==> src/rtl/decode_issue_stage.sv <==
// Decode/issue stage: operand read with writeback bypass, per-register
// pending-write scoreboard for RAW stalls, and a valid/ready register toward execute.
module decode_issue_stage #(
    parameter int unsigned NUM_REGS = 32,
    parameter int unsigned ADDR_W   = 5,
    parameter int unsigned DATA_W   = 32,
    parameter int unsigned PC_W     = 32,
    parameter int unsigned CNT_W    = 2
) (
    input  logic              clock,
    input  logic              reset,

    input  logic              dec_valid,
    output logic              dec_ready,
    input  logic [PC_W-1:0]   dec_pc,
    input  logic [ADDR_W-1:0] dec_rs1,
    input  logic [ADDR_W-1:0] dec_rs2,
    input  logic [ADDR_W-1:0] dec_rd,
    input  logic              dec_use_rs1,
    input  logic              dec_use_rs2,
    input  logic              dec_wr_rd,

    output logic [ADDR_W-1:0] src1_addr,
    output logic [ADDR_W-1:0] src2_addr,
    input  logic [DATA_W-1:0] reg1_data,
    input  logic [DATA_W-1:0] reg2_data,

    input  logic              wb_en,
    input  logic [ADDR_W-1:0] wb_addr,
    input  logic [DATA_W-1:0] wb_data,

    input  logic              flush,

    output logic              ex_valid,
    input  logic              ex_ready,
    output logic [PC_W-1:0]   ex_pc,
    output logic [ADDR_W-1:0] ex_rd,
    output logic              ex_wr_rd,
    output logic [DATA_W-1:0] ex_op1,
    output logic [DATA_W-1:0] ex_op2
);

    localparam logic [CNT_W-1:0] CNT_MAX = {CNT_W{1'b1}};
    localparam logic [CNT_W-1:0] CNT_ONE = CNT_W'(1);

    logic [CNT_W-1:0]    cnt [NUM_REGS];

    logic                wb_hit1;
    logic                wb_hit2;
    logic                wb_hit_rd;
    logic [DATA_W-1:0]   op1_sel;
    logic [DATA_W-1:0]   op2_sel;
    logic                haz_rs1;
    logic                haz_rs2;
    logic                haz_rd;
    logic                out_free;
    logic                issue;
    logic [NUM_REGS-1:0] cnt_inc;
    logic [NUM_REGS-1:0] cnt_dec;

    assign src1_addr = dec_rs1;
    assign src2_addr = dec_rs2;

    // Bypass: a writeback landing this cycle supersedes the pre-write file data.
    always_comb begin
        wb_hit1   = wb_en && (wb_addr == dec_rs1);
        wb_hit2   = wb_en && (wb_addr == dec_rs2);
        wb_hit_rd = wb_en && (wb_addr == dec_rd);
        op1_sel   = wb_hit1 ? wb_data : reg1_data;
        op2_sel   = wb_hit2 ? wb_data : reg2_data;
    end

    // A source is ready if nothing is pending, or only its last write lands now.
    always_comb begin
        haz_rs1 = dec_use_rs1 && (cnt[dec_rs1] != '0)
                  && !((cnt[dec_rs1] == CNT_ONE) && wb_hit1);
        haz_rs2 = dec_use_rs2 && (cnt[dec_rs2] != '0)
                  && !((cnt[dec_rs2] == CNT_ONE) && wb_hit2);
        haz_rd  = dec_wr_rd && (cnt[dec_rd] == CNT_MAX) && !wb_hit_rd;
    end

    always_comb begin
        out_free  = !ex_valid || ex_ready;
        dec_ready = dec_valid && !reset && !flush && out_free
                    && !haz_rs1 && !haz_rs2 && !haz_rd;
        issue     = dec_ready;
    end

    // Per-register increment/decrement requests; decrement saturates at zero.
    always_comb begin
        cnt_inc = '0;
        cnt_dec = '0;
        for (int unsigned r = 0; r < NUM_REGS; r++) begin
            cnt_inc[r] = issue && dec_wr_rd && (dec_rd == ADDR_W'(r));
            cnt_dec[r] = wb_en && (wb_addr == ADDR_W'(r)) && (cnt[r] != '0);
        end
    end

    always_ff @(posedge clock) begin
        if (reset || flush) begin
            for (int unsigned r = 0; r < NUM_REGS; r++) begin
                cnt[r] <= '0;
            end
        end else begin
            for (int unsigned r = 0; r < NUM_REGS; r++) begin
                if (cnt_inc[r] && !cnt_dec[r]) begin
                    cnt[r] <= cnt[r] + CNT_ONE;
                end else if (cnt_dec[r] && !cnt_inc[r]) begin
                    cnt[r] <= cnt[r] - CNT_ONE;
                end
            end
        end
    end

    // Output register toward execute; payload holds whenever nothing new issues.
    always_ff @(posedge clock) begin
        if (reset) begin
            ex_valid <= 1'b0;
            ex_pc    <= '0;
            ex_rd    <= '0;
            ex_wr_rd <= 1'b0;
            ex_op1   <= '0;
            ex_op2   <= '0;
        end else if (flush) begin
            ex_valid <= 1'b0;
        end else if (issue) begin
            ex_valid <= 1'b1;
            ex_pc    <= dec_pc;
            ex_rd    <= dec_rd;
            ex_wr_rd <= dec_wr_rd;
            ex_op1   <= op1_sel;
            ex_op2   <= op2_sel;
        end else if (ex_ready) begin
            ex_valid <= 1'b0;
        end
    end

endmodule
==> config.mk <==
export PLATFORM = sky130hd
export DESIGN_NAME = decode_issue_stage
export DESIGN_NICKNAME = d
export VERILOG_FILES = /design/src/rtl/decode_issue_stage.sv
export SDC_FILE = /design/constraint.sdc
export NUM_CORES = 1
export LEC_CHECK = 0
export CELL_PAD_IN_SITES_DETAIL_PLACEMENT = 0
export CELL_PAD_IN_SITES_GLOBAL_PLACEMENT = 2
export CORE_ASPECT_RATIO = 1.4
export CORE_MARGIN = 8
export CORE_UTILIZATION = 30
export DETAILED_ROUTE_END_ITERATION = 10
export PLACE_DENSITY = 0.89
export RECOVER_POWER = 25
export SLEW_MARGIN = 20
export SYNTH_ARGS = -nofsm -noshare
export SYNTH_HDL_FRONTEND = slang
export SYNTH_SLANG_ARGS = --single-unit
==> constraint.sdc <==
create_clock -name clock -period 4.4 [get_ports clock]
set_input_delay 0.88 -clock clock [delete_from_list [all_inputs] [get_ports clock]]
set_output_delay 0.88 -clock clock [all_outputs]
set_load 0.05 [all_outputs]
# == Word level (Yosys, flattened, before mapping) ==
# Memory sizes are Yosys's and may differ from the RTL's.
# Cells that the tools add are included.
# word_totals
in_bits,157
memories,1
ram_bits,64
register_bits,103
# mem_list
memory,words,width,read_ports,rd_ports_with_merged_regs,write_ports,line_no,rtl
cnt,32,2,35,0,32,46,logic [CNT_W-1:0] cnt [NUM_REGS];
# classes
bitwise,65
muxes,294
n_reduce_logical,292
addsub,64
n_eq_ne,68
# op_table
operator,n
$mux W1,228
$logic_and A1 B1 Y1,178
$eq A5 B5 Y1 const B,32
$mux W2,64
$eq A5 B4 Y1 const B,16
$logic_not A1 Y1,73
$reduce_bool A2 Y1,35
$add A2 B1 Y2 const B,32
$mux W32,2
$or A1 B1 Y1,64
$sub A2 B1 Y2 const B,32
$eq A5 B3 Y1 const B,8
$eq A5 B2 Y1 const B,4
$eq A5 B5 Y1,3
$eq A5 B1 Y1 const B,2
$logic_not A5 Y1,2
$eq A2 B1 Y1 const B,2
$eq A2 B2 Y1 const B,1
$logic_or A1 B1 Y1,2
$reduce_and A2 Y1,1
$reduce_or A2 Y1,1
$not A1 Y1,1

# == Logic depth before layout (Yosys ltp) ==
# Gate-level depths: netlist (run 1).
# depth
ltp_word,18
depth_mapped,15
ltp_nobuf,9

# == Worst setup path after synthesis (run 1) ==
# No wires, ideal clock.
# synth_timing
kind,input-to-output
startpoint,input dec_rs1[2]
endpoint,output dec_ready
path_buffers,5
path_slack_ns,0.163
required_ns,3.520
path_stages,11
arrival_time_ns,3.357
cell_sequence,buf_2 -> buf_2 -> mux4_2 -> a22o_1 -> a221oi_4 -> nor2_2 -> or3_1 -> buf_2 -> inv_2 -> buf_2 -> buf_2
# synth_between
elab_chain_len,9
elab_cells_between_ends,13
classes_between,eq/ne: 2; reduce/logical: 10; memory: 1
# synth_rtl
item,line_no,rtl
"start, declared",16,"input logic [ADDR_W-1:0] dec_rs1,"
$mem_v2 Z32 W2 or $eq A5 B5 Y1 (tied branches),n/a,
$eq A2 B1 Y1 or $logic_and A1 B1 Y1 (tied branches),"76, 66",
$logic_and A1 B1 Y1,76,&& !((cnt[dec_rs1] == CNT_ONE) && wb_hit1);
$logic_not A1 Y1,76,
$logic_and A1 B1 Y1 *,76,
$logic_not A1 Y1 *,85,&& !haz_rs1 && !haz_rs2 && !haz_rd;
$logic_and A1 B1 Y1 * (3 in a row),85,
"end, declared",14,"output logic dec_ready,"
# Every way passes the cells marked *; elsewhere a longest branch is shown, timed or not.

# == Worst setup path after layout (run 1) ==
# layout_timing
startpoint,input dec_rs2[2]
endpoint,output dec_ready
# layout_between
elab_chain_len,8
elab_cells_between_ends,12
classes_between,eq/ne: 2; reduce/logical: 9; memory: 1
# layout_rtl
item,line_no,rtl
"start, declared",17,"input logic [ADDR_W-1:0] dec_rs2,"
$mem_v2 Z32 W2 or $eq A5 B5 Y1 (tied branches),n/a,
$eq A2 B1 Y1 or $logic_and A1 B1 Y1 (tied branches),"78, 67",
$logic_and A1 B1 Y1,78,&& !((cnt[dec_rs2] == CNT_ONE) && wb_hit2);
$logic_not A1 Y1,78,
$logic_and A1 B1 Y1 *,78,
$logic_not A1 Y1 *,85,
$logic_and A1 B1 Y1 * (2 in a row),85,
# Marks and branches as above.

==> results of run 1 <==
==> flip-flops by register name (all words and copies together), names as in the netlist <==
register / cells
cnt: 64
ex_op1: 32
ex_op2: 32
ex_pc: 32
ex_rd: 5
ex_valid: 1
ex_wr_rd: 1
==> routing by layer <==
metal / wire length (um) / up-vias / share of wire
met3: 3280 / 131 / 0.076
met2: 21400 / 480 / 0.49
met4: 2760 / 0 / 0.064
met1: 15900 / 5013 / 0.37
met5: 0 / - / 0
li1: - / 5102 / -
==> path summary, 6_finish.rpt <==
path,start,cells past startpoint,endpoint
max,dec_rs2[2],10,dec_ready
min,ex_pc[17]$_SDFFE_PP0P_,2,ex_pc[17]$_SDFFE_PP0P_
min reg2reg,ex_pc[17]$_SDFFE_PP0P_,2,ex_pc[17]$_SDFFE_PP0P_
max reg2reg,cnt[14][0]$_SDFFCE_PN0P_,9,cnt[16][1]$_SDFFCE_PN0P_
==> power groups by stage <==
| stage | clock network, W | registers (W) | logic [W] |
|---|---|---|---|
| 2_1_floorplan | 0 | 0.00190 | 0.000399 |
| 3_3_place_gp | 0 | 0.00183 | 0.000896 |
| 3_5_place_dp | 0 | 0.00183 | 0.000901 |
| 4_1_cts | 0.00163 | 0.00179 | 0.000906 |
| 5_1_grt | 0.00169 | 0.00180 | 0.000959 |
| 6_report | 0.00159 | 0.00179 | 0.000900 |
==> worst register-to-register path, stage by stage, from the launching register on <==
cell and delay [ns]:
edfxtp_1 0.60, mux4_2 0.55, a22o_1 0.28, a221oi_4 0.31
nor2_2 0.10, buf_4 0.22, nor4_1 0.65, buf_4 0.26
nor4_1 0.06, o31a_1 0.30
==> per-stage QoR <==
| step | total power [W] | hold WS, ns | area [um2] | TNS [ns] | std cells |
|---|---|---|---|---|---|
| floorplan | 0.00230 | 0.563 | 10700 | 0 | 1222 |
| global placement | 0.00272 | 0.441 | 14100 | -0.517 | 1909 |
| detailed placement | 0.00273 | 0.446 | 14100 | -1.30 | 1909 |
| CTS | 0.00433 | 0.457 | 14800 | 0 | 1945 |
| global route | 0.00445 | 0.463 | 14800 | 0 | 1948 |
| finish | 0.00428 | 0.452 | 14800 | 0 | 1948 |
==> cell type report <==
type	count	area, um2	share of cell area
Clock buffer	17	425	0.0288
Clock inverter	15	204	0.0138
Inverter	15	61.3	0.00415
Multi-Input combinational cell	930	6210	0.420
Sequential cell	167	3980	0.269
Tap cell	462	578	0.0391
Timing Repair Buffer	342	3320	0.225
==> what timing repair did <==
action                                  4_1_cts  5_1_grt
pin swaps                                     0        1
endpoints found under the setup margin        1        1
buffers inserted                              4        3
resized for setup                             1        5
==> cell families (layout without fill, tap and decap cells) <==
family	after synthesis	count (layout)	share of synthesized area
simple gates	468	468	0.208
compound gates	315	315	0.203
flops	167	167	0.371
buf+inv	125	389	0.0528
mux	111	111	0.136
xor+xnor	35	35	0.0285
fa+ha+maj	1	1	0.00116
==> synthesized netlist by cell type (28+ instances only) <==
cell type,number,area [um2]
nand2_1,164,616
o21ai_0,41,205
nor2_1,129,484
a21oi_1,61,305
a211oi_1,78,586
mux4_2,28,631
edfxtp_1,64,1920
nand3_1,32,160
mux2i_1,81,811
clkbuf_1,62,233
dfxtp_1,103,2060
==> layout by cell type, fill, tap and decap left out, drive strengths merged, types with 12 or more instances in the layout <==
cell           count
buf               72
mux4              28
o21ai             41
nand2            165
nor2             130
edfxtp            64
inv               20
o211ai            26
nand2b            16
nor3              22
o21a              12
a31oi             26
clkbuf            20
nand4             14
a21oi             61
mux2i             81
or4               15
dlygate4sd3       71
nand3             32
a211oi            78
xor2              26
clkdlybuf4s50    194
nor4              22
dfxtp            103
==> results list, run 1 <==
- Run status: complete, but fails checks
- The final reports fail on capacitance limit, slew limit.
- Number of fillers in the final layout: approximately 3600
- Final hold violation count: 0
- Minimum setup slack among reg-to-reg paths: approximately 0.84 ns
- CTS placed an instance of clkbuf_16 at the clock tree root.
* Antenna violation net count after detailed routing: 0
- Buffers inserted during clock tree synthesis total 17.
* Full die area: approximately 0.042 mm2
- The initialized floorplan defines ~80 standard-cell rows.
- Post-Synthesis Mean Instance Area: between 8 and 9 um2
- The worst setup path is launched from an input port.
* Req. time, crit path: about 3.5 ns
- Slowest library cell on the worst path: mux4_2
- The H-tree was split into 4 levels.
- Clock edge transition at the registers on the reported setup and hold paths: 0.08 ns
- Number of buffers and inverters on the critical path: 4
* Remaining design rule violation count: 0
- Global-route usage over all layers: 0.203
- After the first detailed-routing iteration, the DRC count stood at between 700 and 800.
- The tree built by TritonCTS fans out to ~170 sinks.
- The die is ~180 um wide.
- Across the VDD grid, the largest voltage drop is roughly 210 uV.
- The first detailed-routing pass ran for 5 iterations.
* Endpoint class of the critical path: output port
* Routed vias/inst: 5.51
* Sw Share: 0.334
- The routed design could run at a clock period as short as around 4.3 ns.
- Cell count after synthesis: ~1200
- For this run, the slowest stage of the critical path takes 0.53 ns.
- For this run, global-route usage on met1 was measured as 0.215.
- Entering global routing, the biggest net connects between 100 and 150 pins.
* Clock latency reported for the late side of the worst-skew pair: ~0.46 ns
- Seq/Total Area, Yosys: 0.371
- In this run the power spent charging and discharging nets is between 0.001 and 0.0015 W.
- 0 antenna diodes ended up in the layout.
- Gpl congestion: 0.953
* I/O pins: ~270
- First-pass GRT wire length: ~65 mm
- #FFs+latches synth: 167
- Cell leakage power: around 5.5 nW
* Place WS: -0.193 ns
- Global routing finished with a remaining overflow of 0.
- Final net count: ~1600
* RSZ-0062 raised after global routing: no
- Kind of path behind the tightest hold check: reg2reg
- Cell family contributing the most delay on the critical path: buffers and inverters
- M2 GR Usage: 0.345
- Portion of total power attributed to the clock network: 0.371
* Final setup skew: 0.0125 ns
- Of the total power, combinational logic draws 0.210.
- Starting density of the core: 0.302
- Max-slew violation total from the final report: 33
- In this run the power density over the cells is approximately 290 mW/mm2.
- In the synthesized netlist the dominant register cell turns out to be dfxtp_1.
- Counting along the longest clock path gives a buffer depth of 2.
* Peak fanout along the critical path: 12
- After layout, the worst setup slack is roughly 0.07 ns.
* Layout cells sized above 1: 0.106
- Floorplan core area: ~0.036 mm2
- Post-synthesis cell area: approximately 0.011 mm2
* Number of unique standard cell types used by synthesis: a little under 70
- After detailed routing, the average wire length per cell comes to approximately 22 um.
* Arrival time reported for the critical path endpoint: ~3.5 ns
- The count of buffers added on input and output ports is between 200 and 300.
- Vias in the first global route: 10800
- For met3 alone, demand over resource in global routing was 0.0610.
- Detailed placement finished with a half-perimeter wire length of ~34 mm.
* Vias: ~11000
- The die is about 240 um tall.
- Max frequency: 231 MHz
* Overall routed net length: approximately 43 mm
- The signal on the critical path passes through clkdlybuf4s50_1, buf_4, mux4_2, nand2_1, and3_1, a32oi_1, a31o_2, or3_4, inv_6, buf_8.
- Number of antenna violations at the first check in global routing: 1
- The worst setup path is of the in2out kind.
* Actual transition at the worst max-transition pin: about 2.3 ns
- Post-Synthesis Net Count: ~1400
- Post-synth EDFFs: between 60 and 70
- Final standard cell utilization of the core: 0.415
- Number of warnings issued by yosys: 0
* CTS hold repair buffers: 0
- Relative max-transition margin: -0.504
- Counting flops with an async set or reset pin after synthesis yields a share of 0.
- In this run the most used layer during global routing was met2.
* Design internal power: approximately 0.0029 W
- Final period utilization: 0.984
- Of the total power, registers draw 0.419.
- Maxcap violations: 1
* Clock tree from TritonCTS: built
* Synthesis-to-finish area growth: 37.6%
- Finish-stage setup viols: 0
(Power assumes the default switching activity.)
==> run 2, diff against run 1 <==
--- a/config.mk
+++ b/config.mk
@@ -13,7 +13,6 @@
 export DETAILED_ROUTE_END_ITERATION = 10
 export PLACE_DENSITY = 0.89
 export RECOVER_POWER = 25
-export SLEW_MARGIN = 20
 export SYNTH_ARGS = -nofsm -noshare
 export SYNTH_HDL_FRONTEND = slang
 export SYNTH_SLANG_ARGS = --single-unit
==> results of run 2 <==
The final DEF is identical to that of run 1; final timing and power are the same.
